File: config.mk
export PLATFORM = sky130hd
export DESIGN_NAME = muldiv_unit
export DESIGN_NICKNAME = d
export VERILOG_FILES = /design/src/rtl/cpu_pkg.sv /design/src/rtl/muldiv_step.sv /design/src/rtl/muldiv_unit.sv
export SDC_FILE = /design/constraint.sdc
export NUM_CORES = 1
export LEC_CHECK = 0
export ABC_AREA = 1
export CORE_ASPECT_RATIO = 0.5
export CORE_MARGIN = 10
export CORE_UTILIZATION = 64
export DETAILED_ROUTE_END_ITERATION = 16
export PLACE_DENSITY = 0.88
export RECOVER_POWER = 100
export SYNTH_ARGS = -nofsm -noshare
export SYNTH_HDL_FRONTEND = slang
export SYNTH_HIERARCHICAL = 1
export SYNTH_SLANG_ARGS = --single-unit
File: constraint.sdc
create_clock -name clock -period 3.58 [get_ports clock]
set_input_delay 0.716 -clock clock [delete_from_list [all_inputs] [get_ports clock]]
set_output_delay 0.716 -clock clock [all_outputs]
set_load 0.03 [all_outputs]
File: src/rtl/cpu_pkg.sv
// Shared CPU definitions used by the EX-stage multiply/divide unit.
// Op and FSM state encodings plus the default datapath width.
package cpu_pkg;

    localparam int MD_DATA_W = 16;

    typedef enum logic [1:0] {
        MD_SMUL = 2'b00,
        MD_UMUL = 2'b01,
        MD_SDIV = 2'b10,
        MD_UDIV = 2'b11
    } md_op_e;

    typedef enum logic [1:0] {
        MD_IDLE = 2'b00,
        MD_CALC = 2'b01,
        MD_FIX  = 2'b10,
        MD_DONE = 2'b11
    } md_state_e;

endpackage

File: src/rtl/muldiv_step.sv
// One radix-2 iteration: shift-add for multiply, restoring
// shift-subtract for divide, over a {hi, lo} register pair.
module muldiv_step #(
    parameter int DATA_W = 16
) (
    input  logic              is_div,
    input  logic [DATA_W-1:0] hi_i,
    input  logic [DATA_W-1:0] lo_i,
    input  logic [DATA_W-1:0] b_i,
    output logic [DATA_W-1:0] hi_o,
    output logic [DATA_W-1:0] lo_o
);

    logic [DATA_W:0] sum;
    logic [DATA_W:0] shl;
    logic [DATA_W:0] diff;

    always_comb begin
        sum  = {1'b0, hi_i} + (lo_i[0] ? {1'b0, b_i} : '0);
        shl  = {hi_i, lo_i[DATA_W-1]};
        diff = shl - {1'b0, b_i};
        if (is_div) begin
            // diff MSB set means the trial subtraction borrowed
            hi_o = diff[DATA_W] ? shl[DATA_W-1:0] : diff[DATA_W-1:0];
            lo_o = {lo_i[DATA_W-2:0], ~diff[DATA_W]};
        end else begin
            hi_o = sum[DATA_W:1];
            lo_o = {sum[0], lo_i[DATA_W-1:1]};
        end
    end

endmodule

File: src/rtl/muldiv_unit.sv
// Iterative signed/unsigned multiply-divide unit beside the EX ALU.
// Runs magnitudes through muldiv_step, then fixes signs in one cycle.
module muldiv_unit
    import cpu_pkg::*;
#(
    parameter int DATA_W    = MD_DATA_W,
    parameter bit SIGNED_EN = 1'b1,
    parameter int CNT_W     = $clog2(DATA_W) + 1
) (
    input  logic              clock,
    input  logic              reset,
    input  logic              start,
    input  logic [1:0]        op,
    input  logic              flush,
    input  logic [DATA_W-1:0] in1,
    input  logic [DATA_W-1:0] in2,
    output logic              busy,
    output logic              stall_req,
    output logic              done,
    output logic [DATA_W-1:0] result_lo,
    output logic [DATA_W-1:0] result_r0,
    output logic              div_by_zero,
    output logic              overflow
);

    localparam logic [DATA_W-1:0] MIN_V = {1'b1, {(DATA_W-1){1'b0}}};

    md_state_e state_q, state_d;

    logic [DATA_W-1:0] hi_q, hi_d, lo_q, lo_d, b_q, b_d;
    logic [DATA_W-1:0] res_lo_q, res_lo_d, res_r0_q, res_r0_d;
    logic [CNT_W-1:0]  cnt_q, cnt_d;
    logic is_div_q, is_div_d, neg_q_q, neg_q_d, neg_r_q, neg_r_d;
    logic ovf_pend_q, ovf_pend_d, dbz_q, dbz_d, ovf_q, ovf_d;

    logic is_div_in, signed_in, sa, sb;
    logic launch, dbz_in, ovf_in, accept;
    logic [DATA_W-1:0]   abs_a, abs_b, step_hi, step_lo;
    logic [DATA_W-1:0]   quo_fix, rem_fix;
    logic [2*DATA_W-1:0] prod, prod_fix;

    muldiv_step #(.DATA_W(DATA_W)) u_step (
        .is_div (is_div_q),
        .hi_i   (hi_q),
        .lo_i   (lo_q),
        .b_i    (b_q),
        .hi_o   (step_hi),
        .lo_o   (step_lo)
    );

    always_comb begin
        accept    = (state_q == MD_IDLE) || (state_q == MD_DONE);
        is_div_in = op[1];
        signed_in = SIGNED_EN && !op[0];
        sa        = signed_in && in1[DATA_W-1];
        sb        = signed_in && in2[DATA_W-1];
        abs_a     = sa ? -in1 : in1;
        abs_b     = sb ? -in2 : in2;
        launch    = start && !flush && accept;
        dbz_in    = is_div_in && (in2 == '0);
        ovf_in    = is_div_in && signed_in && (in1 == MIN_V) && (in2 == '1);
        prod      = {hi_q, lo_q};
        prod_fix  = neg_q_q ? -prod : prod;
        quo_fix   = neg_q_q ? -lo_q : lo_q;
        rem_fix   = neg_r_q ? -hi_q : hi_q;
    end

    always_ff @(posedge clock) begin
        if (reset) begin
            state_q <= MD_IDLE;
        end else begin
            state_q <= state_d;
        end
    end

    always_comb begin
        state_d = state_q;
        unique case (state_q)
            MD_IDLE, MD_DONE: begin
                if (launch) state_d = dbz_in ? MD_DONE : MD_CALC;
                else        state_d = MD_IDLE;
            end
            MD_CALC: begin
                if (flush)                     state_d = MD_IDLE;
                else if (cnt_q == CNT_W'(1))   state_d = MD_FIX;
            end
            MD_FIX: state_d = flush ? MD_IDLE : MD_DONE;
        endcase
    end

    always_comb begin
        hi_d       = hi_q;
        lo_d       = lo_q;
        b_d        = b_q;
        cnt_d      = cnt_q;
        is_div_d   = is_div_q;
        neg_q_d    = neg_q_q;
        neg_r_d    = neg_r_q;
        ovf_pend_d = ovf_pend_q;
        res_lo_d   = res_lo_q;
        res_r0_d   = res_r0_q;
        dbz_d      = dbz_q;
        ovf_d      = ovf_q;
        if (launch) begin
            hi_d       = '0;
            lo_d       = abs_a;
            b_d        = abs_b;
            cnt_d      = CNT_W'(DATA_W);
            is_div_d   = is_div_in;
            neg_q_d    = sa ^ sb;
            neg_r_d    = sa;
            ovf_pend_d = ovf_in;
            dbz_d      = dbz_in;
            ovf_d      = 1'b0;
            if (dbz_in) begin
                res_lo_d = '1;
                res_r0_d = in1;
            end
        end else if (state_q == MD_CALC) begin
            hi_d  = step_hi;
            lo_d  = step_lo;
            cnt_d = cnt_q - CNT_W'(1);
        end else if (state_q == MD_FIX && !flush) begin
            ovf_d = ovf_pend_q;
            if (is_div_q) begin
                res_lo_d = quo_fix;
                res_r0_d = rem_fix;
            end else begin
                {res_r0_d, res_lo_d} = prod_fix;
            end
        end
    end

    always_ff @(posedge clock) begin
        if (reset) begin
            hi_q       <= '0;
            lo_q       <= '0;
            b_q        <= '0;
            cnt_q      <= '0;
            is_div_q   <= 1'b0;
            neg_q_q    <= 1'b0;
            neg_r_q    <= 1'b0;
            ovf_pend_q <= 1'b0;
            res_lo_q   <= '0;
            res_r0_q   <= '0;
            dbz_q      <= 1'b0;
            ovf_q      <= 1'b0;
        end else begin
            hi_q       <= hi_d;
            lo_q       <= lo_d;
            b_q        <= b_d;
            cnt_q      <= cnt_d;
            is_div_q   <= is_div_d;
            neg_q_q    <= neg_q_d;
            neg_r_q    <= neg_r_d;
            ovf_pend_q <= ovf_pend_d;
            res_lo_q   <= res_lo_d;
            res_r0_q   <= res_r0_d;
            dbz_q      <= dbz_d;
            ovf_q      <= ovf_d;
        end
    end

    always_comb begin
        busy        = (state_q == MD_CALC) || (state_q == MD_FIX);
        done        = (state_q == MD_DONE);
        stall_req   = (start && accept) || busy;
        result_lo   = res_lo_q;
        result_r0   = res_r0_q;
        div_by_zero = dbz_q;
        overflow    = ovf_q;
    end

endmodule

==> results of run 1 <==
[worst register-to-register path, delay by kind of cell, from the launching register on]
family | cells | cell delay (ns)
AO/OA/AOI/OAI | 1 | 0.08
adder cells (fa/ha/maj) | 1 | 0.34
buffers and inverters | 3 | 1.48
flip-flops | 1 | 0.38
AND/OR/NAND/NOR | 4 | 0.72
[cell type report]
| class | count | share of cell area, % |
|---|---|---|
| multi-input cells | 1062 | 57.42 |
| clock inverters | 7 | 0.9157 |
| flip-flops and latches | 93 | 20.04 |
| clock buffers | 9 | 2.424 |
| well taps | 170 | 2.289 |
| repair buffers | 88 | 8.915 |
| inverters | 198 | 7.999 |
[cells by family (layout without fill, tap and decap cells)]
| logic type | Yosys count | after routing |
|---|---|---|
| adders and majority gates | 44 | 44 |
| buffers and inverters | 244 | 302 |
| AOI/OAI and AO/OA | 231 | 231 |
| and+or+nand+nor | 767 | 767 |
| xor gates and xnor gates | 20 | 20 |
| DFF | 93 | 93 |
[power by group through the flow]
stage	Sequential [mW]	Combinational, mW	Clock, mW
after floorplan	1.14	0.585	0
after global placement	1.15	0.810	0
after detailed placement	1.15	0.831	0
after CTS	1.13	0.840	0.990
after global routing	1.14	0.943	1.02
final	1.13	0.852	0.996
[final timing paths]
path / end / slack, ns
setup / recovery: result_r0[7] / 0.40
hold / removal: div_by_zero / 0.46
setup reg to reg: result_r0[7] / 0.44
hold reg to reg: div_by_zero / 0.46
[per-stage QoR]
stage,area [um2],utilization (%)
finish,9291,74.01
global placement,9015,71.81
detailed placement,9015,71.81
floorplan,8147,-
CTS,9325,74.28
global route,9291,74.01
[cell usage after synthesis (all sizes together) (4+ instances only)]
cell / instances / area share, %
clkbuf: 36 / 1.7
buf: 10 / 0.68
nor3: 15 / 0.92
ha: 42 / 6.5
o21ai: 101 / 6.2
or2: 13 / 1.0
xnor2: 4 / 0.43
dfxtp: 93 / 23
o31ai: 4 / 0.37
nand2: 397 / 19
nand3: 140 / 8.8
nor2: 164 / 7.9
and2: 4 / 0.31
a31oi: 17 / 1.3
nand3b: 9 / 0.83
a21oi: 81 / 5.1
xor2: 16 / 1.7
nand4: 18 / 1.5
inv: 198 / 9.1
o211ai: 10 / 0.92
[sequential cells by signal (all words and copies together) (netlist names)]
name / count
ovf_pend_q: 1
overflow: 1
result_r0: 16
div_by_zero: 1
result_lo: 16
neg_q_q: 1
b_q: 16
lo_q: 16
state_q: 2
cnt_q: 5
hi_q: 16
neg_r_q: 1
is_div_q: 1
[per-layer routing]
layer  track usage [%]  vias up
li1                  -     4640
met1             38.45     4346
met2             48.35      566
met3             6.391       58
met4             7.644        0
met5                 0        -
==> results.md, run 1 <==
| Result | Value | Unit |
|:---|:---|:---|
| Worst r2r path cells | 9 | - |
| Number of storage elements in the synthesis netlist | 93 | - |
| Critical path data arrival time | 3.37 | ns |
| Compound-cell area share of the yosys netlist | 15.71 | % |
| Number of remaining DRC errors | 0 | - |
| Routability congestion estimate from global placement | 0.9990 | - |
| Die Outline Area | 17920 | um2 |
| Hold depth | 2 | - |
| CTS buffer count | 9 | - |
| Net Switching | 1.077 | mW |
| Total iterations of the first detailed-routing run | 6 | - |
| Combinational family with the most area after synthesis | simple AND/OR/NAND/NOR gates | - |
| Sequential share of power | 38.0 | % |
| Global-route usage over all layers | 29.37 | % |
| Resized Gates After CTS | 0 | - |
| Area fraction in and, or, nand and nor cells after synthesis | 40.88 | % |
| Buffers on Ports | 74 | - |
| Setup repair after global routing missed its margin | no | - |
| Count of buffers added by post-CTS timing repair for setup | 0 | - |
| # fillers | 1139 | - |
| Clock Path Buffers | 2 | - |
| Buf+Inv Stages, Crit Path | 3 | - |
| Total vias in the final route | 9610 | - |
| Fraction of final layout cells sized beyond drive strength 1 | 4.187 | % |
| Slack of the critical path | 0.3952 | ns |
| Starting density of the core | 64.89 | % |
| Final Non-Filler Cells | 1627 | - |
| Final period utilization | 88.96 | % |
| Internal | 1.904 | mW |
| Layout Nets | 1534 | - |
| Most used cells in the layout excluding fill and tap cells | 386 x sky130_fd_sc_hd__nand2_1, 195 x sky130_fd_sc_hd__inv_1, 160 x sky130_fd_sc_hd__nor2_1, 138 x sky130_fd_sc_hd__nand3_1, 100 x sky130_fd_sc_hd__o21ai_0 | - |
| Combinational share of power | 28.6 | % |
| Sum of routed wire length over all layers | 27.63 | mm |
| Worst setup slack after placement | 0.4689 | ns |
| Tightest slew margin relative to the limit | 0.1932 | % |
| Met2 wire length | 12.33 | mm |
| Multiplexer area fraction after synthesis | 0 | % |
| Reported max-cap violation count | 1 | - |
| Post-layout total power | 2.980 | mW |
| Flip-flop and latch area | 1862 | um2 |
| Net switching share of the total power | 36.12 | % |
| Site Rows | 29 | - |
| Aggregate negative setup slack | 0 | ns |
| Beginning of the critical path | flush | - |
| Number of buffers added to fix hold violations after cts | 0 | - |
| Area share of xor/xnor cells in the synthesized design | 2.150 | % |
| Worst-path cell with the longest stage delay | sky130_fd_sc_hd__clkbuf_1 | - |
| Critical path endpoint category | register | - |
| Area growth, synth to finish | 14.05 | % |
| Register area share after synthesis | 22.85 | % |
| Mean area per synthesized cell | 5.823 | um2 |
| Area used by multi-input combinational logic | 5335 | um2 |
| Largest voltage drop on the vdd net | 0.0003020 | V |
| Number of cells produced by synthesis | 1399 | - |
| Max incr delay on CP | 1.13 | ns |
| Slew at the pin with the worst max-slew slack | 1.497 | ns |
| Routed length per placed instance | 16.98 | um |
| Clock tree root driver cell | sky130_fd_sc_hd__clkbuf_16 | - |
| CTS clock-pin slew for the worst setup and hold paths | 0.07 | ns |
| Average via count per standard cell | 5.907 | - |
| Worst Hold Class | reg -> reg | - |
| Number of H-tree levels | 3 | - |
| Vias in the first global route | 8669 | - |
| Initial antenna violation count | 0 | - |
| Source-to-sink clock delay at the later pin of the worst-skew pair | 0.36 | ns |
| I/O Pins | 75 | - |
| Hold slack final | 0.4627 | ns |
| Kind of launch point of the worst setup path | input port | - |
| Fin. max-slew vios | 0 | - |
| TritonCTS clock tree | yes | - |
| CP cell instances | clkdlybuf4s50_1 -> nor2_4 -> inv_2 -> clkbuf_1 -> nand3_1 -> nand2_1 -> a21oi_1 | - |
| Clk_skew | 0.01602 | ns |
| Synthesized-area fraction occupied by adder cells | 6.942 | % |
| Netlist area before placement | 8147 | um2 |
| Number of hold violations in the final report | 0 | - |
| Synthesized net count | 1481 | - |
| Run status | finished with violations | - |
| Metal1 wirelength | 11.28 | mm |
| First-pass GRT wire length | 44.27 | mm |
| Number of routed nets with antenna violations | 0 | - |
| Largest net degree at the start of global routing | 45 | - |
| Count of final setup violators | 0 | - |
| HPWL after detailed placement | 21.49 | mm |
| Leakage | 4.668 | nW |
| Count of flip-flops with a built-in enable after synthesis | 0 | - |
| Failing checks | capacitance limit | - |
| Cell type group with the largest total delay on the critical path | buffers and inverters | - |
| Power Dens Cells | 320.7 | nW/um2 |
| Max Freq | 0.3140 | GHz |
| Number of clock sinks | 93 | - |
| Critical R2R Launch | state_q[0] | - |
| Placed cell count | 1611 | - |
| Start point of the worst hold path | div_by_zero | - |
| Number of warnings printed during yosys synthesis | 6 | - |
| Height of the die | 99.78 | um |
| Clock power frac | 33.4 | % |
| Time the final worst path needs with I/O delays and setup | 3.185 | ns |
| Uppermost metal layer occupied by signal nets | met4 | - |
| Worst path required time | 3.77 | ns |
| Worst setup path category | in -> reg | - |
| Area of the placeable core | 12550 | um2 |
| Count of different cell masters after synthesis | 51 | - |
| Commonest non-fill, non-tap cell in the layout | sky130_fd_sc_hd__nand2_1 | - |
| Sum of met3 wire segment lengths after detailed routing | 3.447 | mm |
| Die boundary width | 179.6 | um |
| Diode insertion count for antenna repair | 0 | - |
| Overflow left after global routing | 0 | - |
| Depth of the critical timing path with buffers and inverters included | 7 | - |
| Most common flop cell mapped by yosys | sky130_fd_sc_hd__dfxtp_1 | - |
| Iteration-0 DRC Markers | 1217 | - |
| FFs w/ async S/R, synth | 0 | % |
| Largest driver fanout on the critical path | 34 | - |
Power figures use the tool's default switching activity.
==> run 2: changes to the inputs <==
- CORE_UTILIZATION: 64 -> 59
- PLACE_DENSITY: 0.88 -> 0.82
- clock period: 3.58 -> 2.95 ns (I/O delays scaled with it)
==> run 2 against run 1 <==
- the run now ends clean
- critical endpoint is now result_lo[15]
- clock skew down 0.00085 ns
- worst setup slack worse by 0.21 ns
- first-iteration DRC count is 1.9% lower
- global-route usage rose by 0.30 points
- count of clock-buffer cells in the layout unchanged
- register-to-register slack got worse by 0.21 ns
- worst hold slack about the same
- wire length rose by 2.0%
==> results.md, run 2 (synthesized netlist as in run 1, its figures left out) <==
| Result | Value | Unit |
|:---|:---|:---|
| Area used by multi-input combinational logic | 5338 | um2 |
| Fraction of met2 tracks used by global routing | 46.14 | % |
| Fraction of final layout cells sized beyond drive strength 1 | 5.024 | % |
| Final standard cell utilization of the core | 69.67 | % |
| CTS clock-pin slew for the worst setup and hold paths | 0.07 | ns |
| First-pass GRT wire length | 45.46 | mm |
| Total iterations of the first detailed-routing run | 6 | - |
| Aggregate negative setup slack | 0 | ns |
| Count of buffers added by post-CTS timing repair for setup | 0 | - |
| Number of routed nets with antenna violations | 0 | - |
| CTS buffer count | 9 | - |
| Tightest slew margin relative to the limit | 39.60 | % |
| Average via count per standard cell | 5.819 | - |
| Layout Nets | 1550 | - |
| Worst setup path category | in -> reg | - |
| I/O Pins | 75 | - |
| TritonCTS clock tree | yes | - |
| Run status | completed | - |
| Sequential share of power | 38.3 | % |
| Site Rows | 30 | - |
| Die Outline Area | 19190 | um2 |
| Net switching share of the total power | 37.14 | % |
| Clock power frac | 32.7 | % |
| Overflow left after global routing | 0 | - |
| Clk_skew | 0.01517 | ns |
| Slew at the pin with the worst max-slew slack | 0.9060 | ns |
| Vias in the first global route | 8856 | - |
| Number of hold violations in the final report | 0 | - |
| Combinational share of power | 29.0 | % |
| Beginning of the critical path | in2[0] | - |
| Largest net degree at the start of global routing | 44 | - |
| Global-route usage over all layers | 29.67 | % |
| Diode insertion count for antenna repair | 0 | - |
| Source-to-sink clock delay at the later pin of the worst-skew pair | 0.36 | ns |
| Most used cells in the layout excluding fill and tap cells | 388 x sky130_fd_sc_hd__nand2_1, 195 x sky130_fd_sc_hd__inv_1, 161 x sky130_fd_sc_hd__nor2_1, 138 x sky130_fd_sc_hd__nand3_1, 101 x sky130_fd_sc_hd__o21ai_0 | - |
| Iteration-0 DRC Markers | 1194 | - |
| Slack of the critical path | 0.1832 | ns |
| Post-layout total power | 3.582 | mW |
| Area of the placeable core | 13550 | um2 |
| Count of final setup violators | 0 | - |
| Post-layout instance area | 9440 | um2 |
| Initial antenna violation count | 0 | - |
| Number of H-tree levels | 3 | - |
| Largest voltage drop on the vdd net | 0.0003015 | V |
| Worst Hold Class | reg -> reg | - |
| Largest driver fanout on the critical path | 15 | - |
| Flip-flop and latch area | 1862 | um2 |
| Number of clock sinks | 93 | - |
| Internal | 2.252 | mW |
| Standard cell area after detailed placement | 9175 | um2 |
| Clock Path Buffers | 2 | - |
| Time the final worst path needs with I/O delays and setup | 2.767 | ns |
| Critical path endpoint category | register | - |
| Worst setup slack after placement | -0.08773 | ns |
| # fillers | 1282 | - |
| Critical path data arrival time | 3.04 | ns |
| Worst r2r path cells | 17 | - |
| Met3 usage in global routing | 6.613 | % |
| Routed length per placed instance | 16.92 | um |
| Height of the die | 103.1 | um |
| Power Dens Cells | 379.4 | nW/um2 |
| Setup repair after global routing missed its margin | no | - |
| Max incr delay on CP | 0.43 | ns |
| Total vias in the final route | 9689 | - |
| Starting density of the core | 60.12 | % |
| Commonest non-fill, non-tap cell in the layout | sky130_fd_sc_hd__nand2_1 | - |
| Fin. max-slew vios | 0 | - |
| Worst-path cell with the longest stage delay | sky130_fd_sc_hd__clkdlybuf4s50_1 | - |
| Clock tree root driver cell | sky130_fd_sc_hd__clkbuf_16 | - |
| Reg-to-Reg End | hi_q[14] | - |
| CP cell instances | clkdlybuf4s50_1 -> inv_1 -> ha_1 -> nor3b_4 -> nand4_2 -> nor2_2 -> nand3_1 -> nand2_2 -> clkbuf_2 -> o21ai_0 -> a31oi_1 | - |
| Number of remaining DRC errors | 0 | - |
| Routability congestion estimate from global placement | 1.005 | - |
| Worst path required time | 3.23 | ns |
| Area growth, synth to finish | 15.88 | % |
| Final period utilization | 93.79 | % |
| Kind of launch point of the worst setup path | input port | - |
| Reported max-cap violation count | 0 | - |
| Sum of routed wire length over all layers | 28.17 | mm |
| Critical R2R Launch | lo_q[15] | - |
| HPWL after detailed placement | 22.21 | mm |
| Die boundary width | 186.2 | um |
| CP endpoint | result_lo[15] | - |
| Most Used Layer, Global Route | met2 | - |
| Max Freq | 0.3614 | GHz |
| M1 GR Usage | 39.31 | % |
| Leakage | 4.754 | nW |
| Buffers on Ports | 74 | - |
| Net Switching | 1.330 | mW |
| Register-to-Register Setup Slack | 0.23 | ns |
==> run 2: cell count changes in the layout (fill, tap and decap cells not counted), moves of 2 or more <==
cell	change
sky130_fd_sc_hd__nand2_1	+2
sky130_fd_sc_hd__buf_4	+15
sky130_fd_sc_hd__nand2_2	-2
sky130_fd_sc_hd__inv_6	+3
==> run 2: stage by stage <==
step                      std cells  hold WS, ns
after CTS                      1665       0.4687
after floorplan                1399       0.4295
after detailed placement       1649       0.4540
after global routing           1665       0.4822
final                          1665       0.4626
after global placement         1649       0.4431
==> run 2: critical path: cells and delay by family <==
family          cells  cell delay, ns
simple gates        5            1.06
buf+inv             3            0.88
compound gates      2            0.30
fa+ha+maj           1            0.20
==> run 2: power by group through the flow <==
stage | Sequential, mW | Clock (mW) | Combinational [mW]
finish | 1.37 | 1.17 | 1.04
floorplan | 1.38 | 0 | 0.710
global placement | 1.40 | 0 | 0.993
CTS | 1.37 | 1.18 | 1.02
global route | 1.38 | 1.24 | 1.15
detailed placement | 1.40 | 0 | 1.01
==> run 2: repair_timing <==
action | CTS | global route
setup endpoints to repair | 0 | 3
hold buffers | 0 | 0
resized for setup | 0 | 1
==> run 2: worst min path at each step <==
stage / startpoint / slack (ns) / end / depth (start not counted)
after floorplan: ovf_pend_q / 0.43 / ovf_pend_q / 2
after global placement: div_by_zero / 0.44 / div_by_zero / 2
after detailed placement: div_by_zero / 0.45 / div_by_zero / 2
after CTS: result_r0[13] / 0.47 / result_r0[13] / 2
after global routing: div_by_zero / 0.48 / div_by_zero / 2
final: div_by_zero / 0.46 / div_by_zero / 2
==> run 2: final cells by class <==
| class | count | area share (%) |
|---|---|---|
| Clock inverter | 7 | 0.7555 |
| Multi-Input combinational cell | 1062 | 56.54 |
| Timing Repair Buffer | 104 | 10.18 |
| Sequential cell | 93 | 19.72 |
| Inverter | 198 | 7.873 |
| Tap cell | 192 | 2.545 |
| Clock buffer | 9 | 2.386 |
==> run 2: per-layer routing <==
layer | wire length [um] | vias up
met5 | 0 | -
li1 | - | 4677
met1 | 12080 | 4367
met2 | 11960 | 569
met4 | 937 | 0
met3 | 3185 | 76
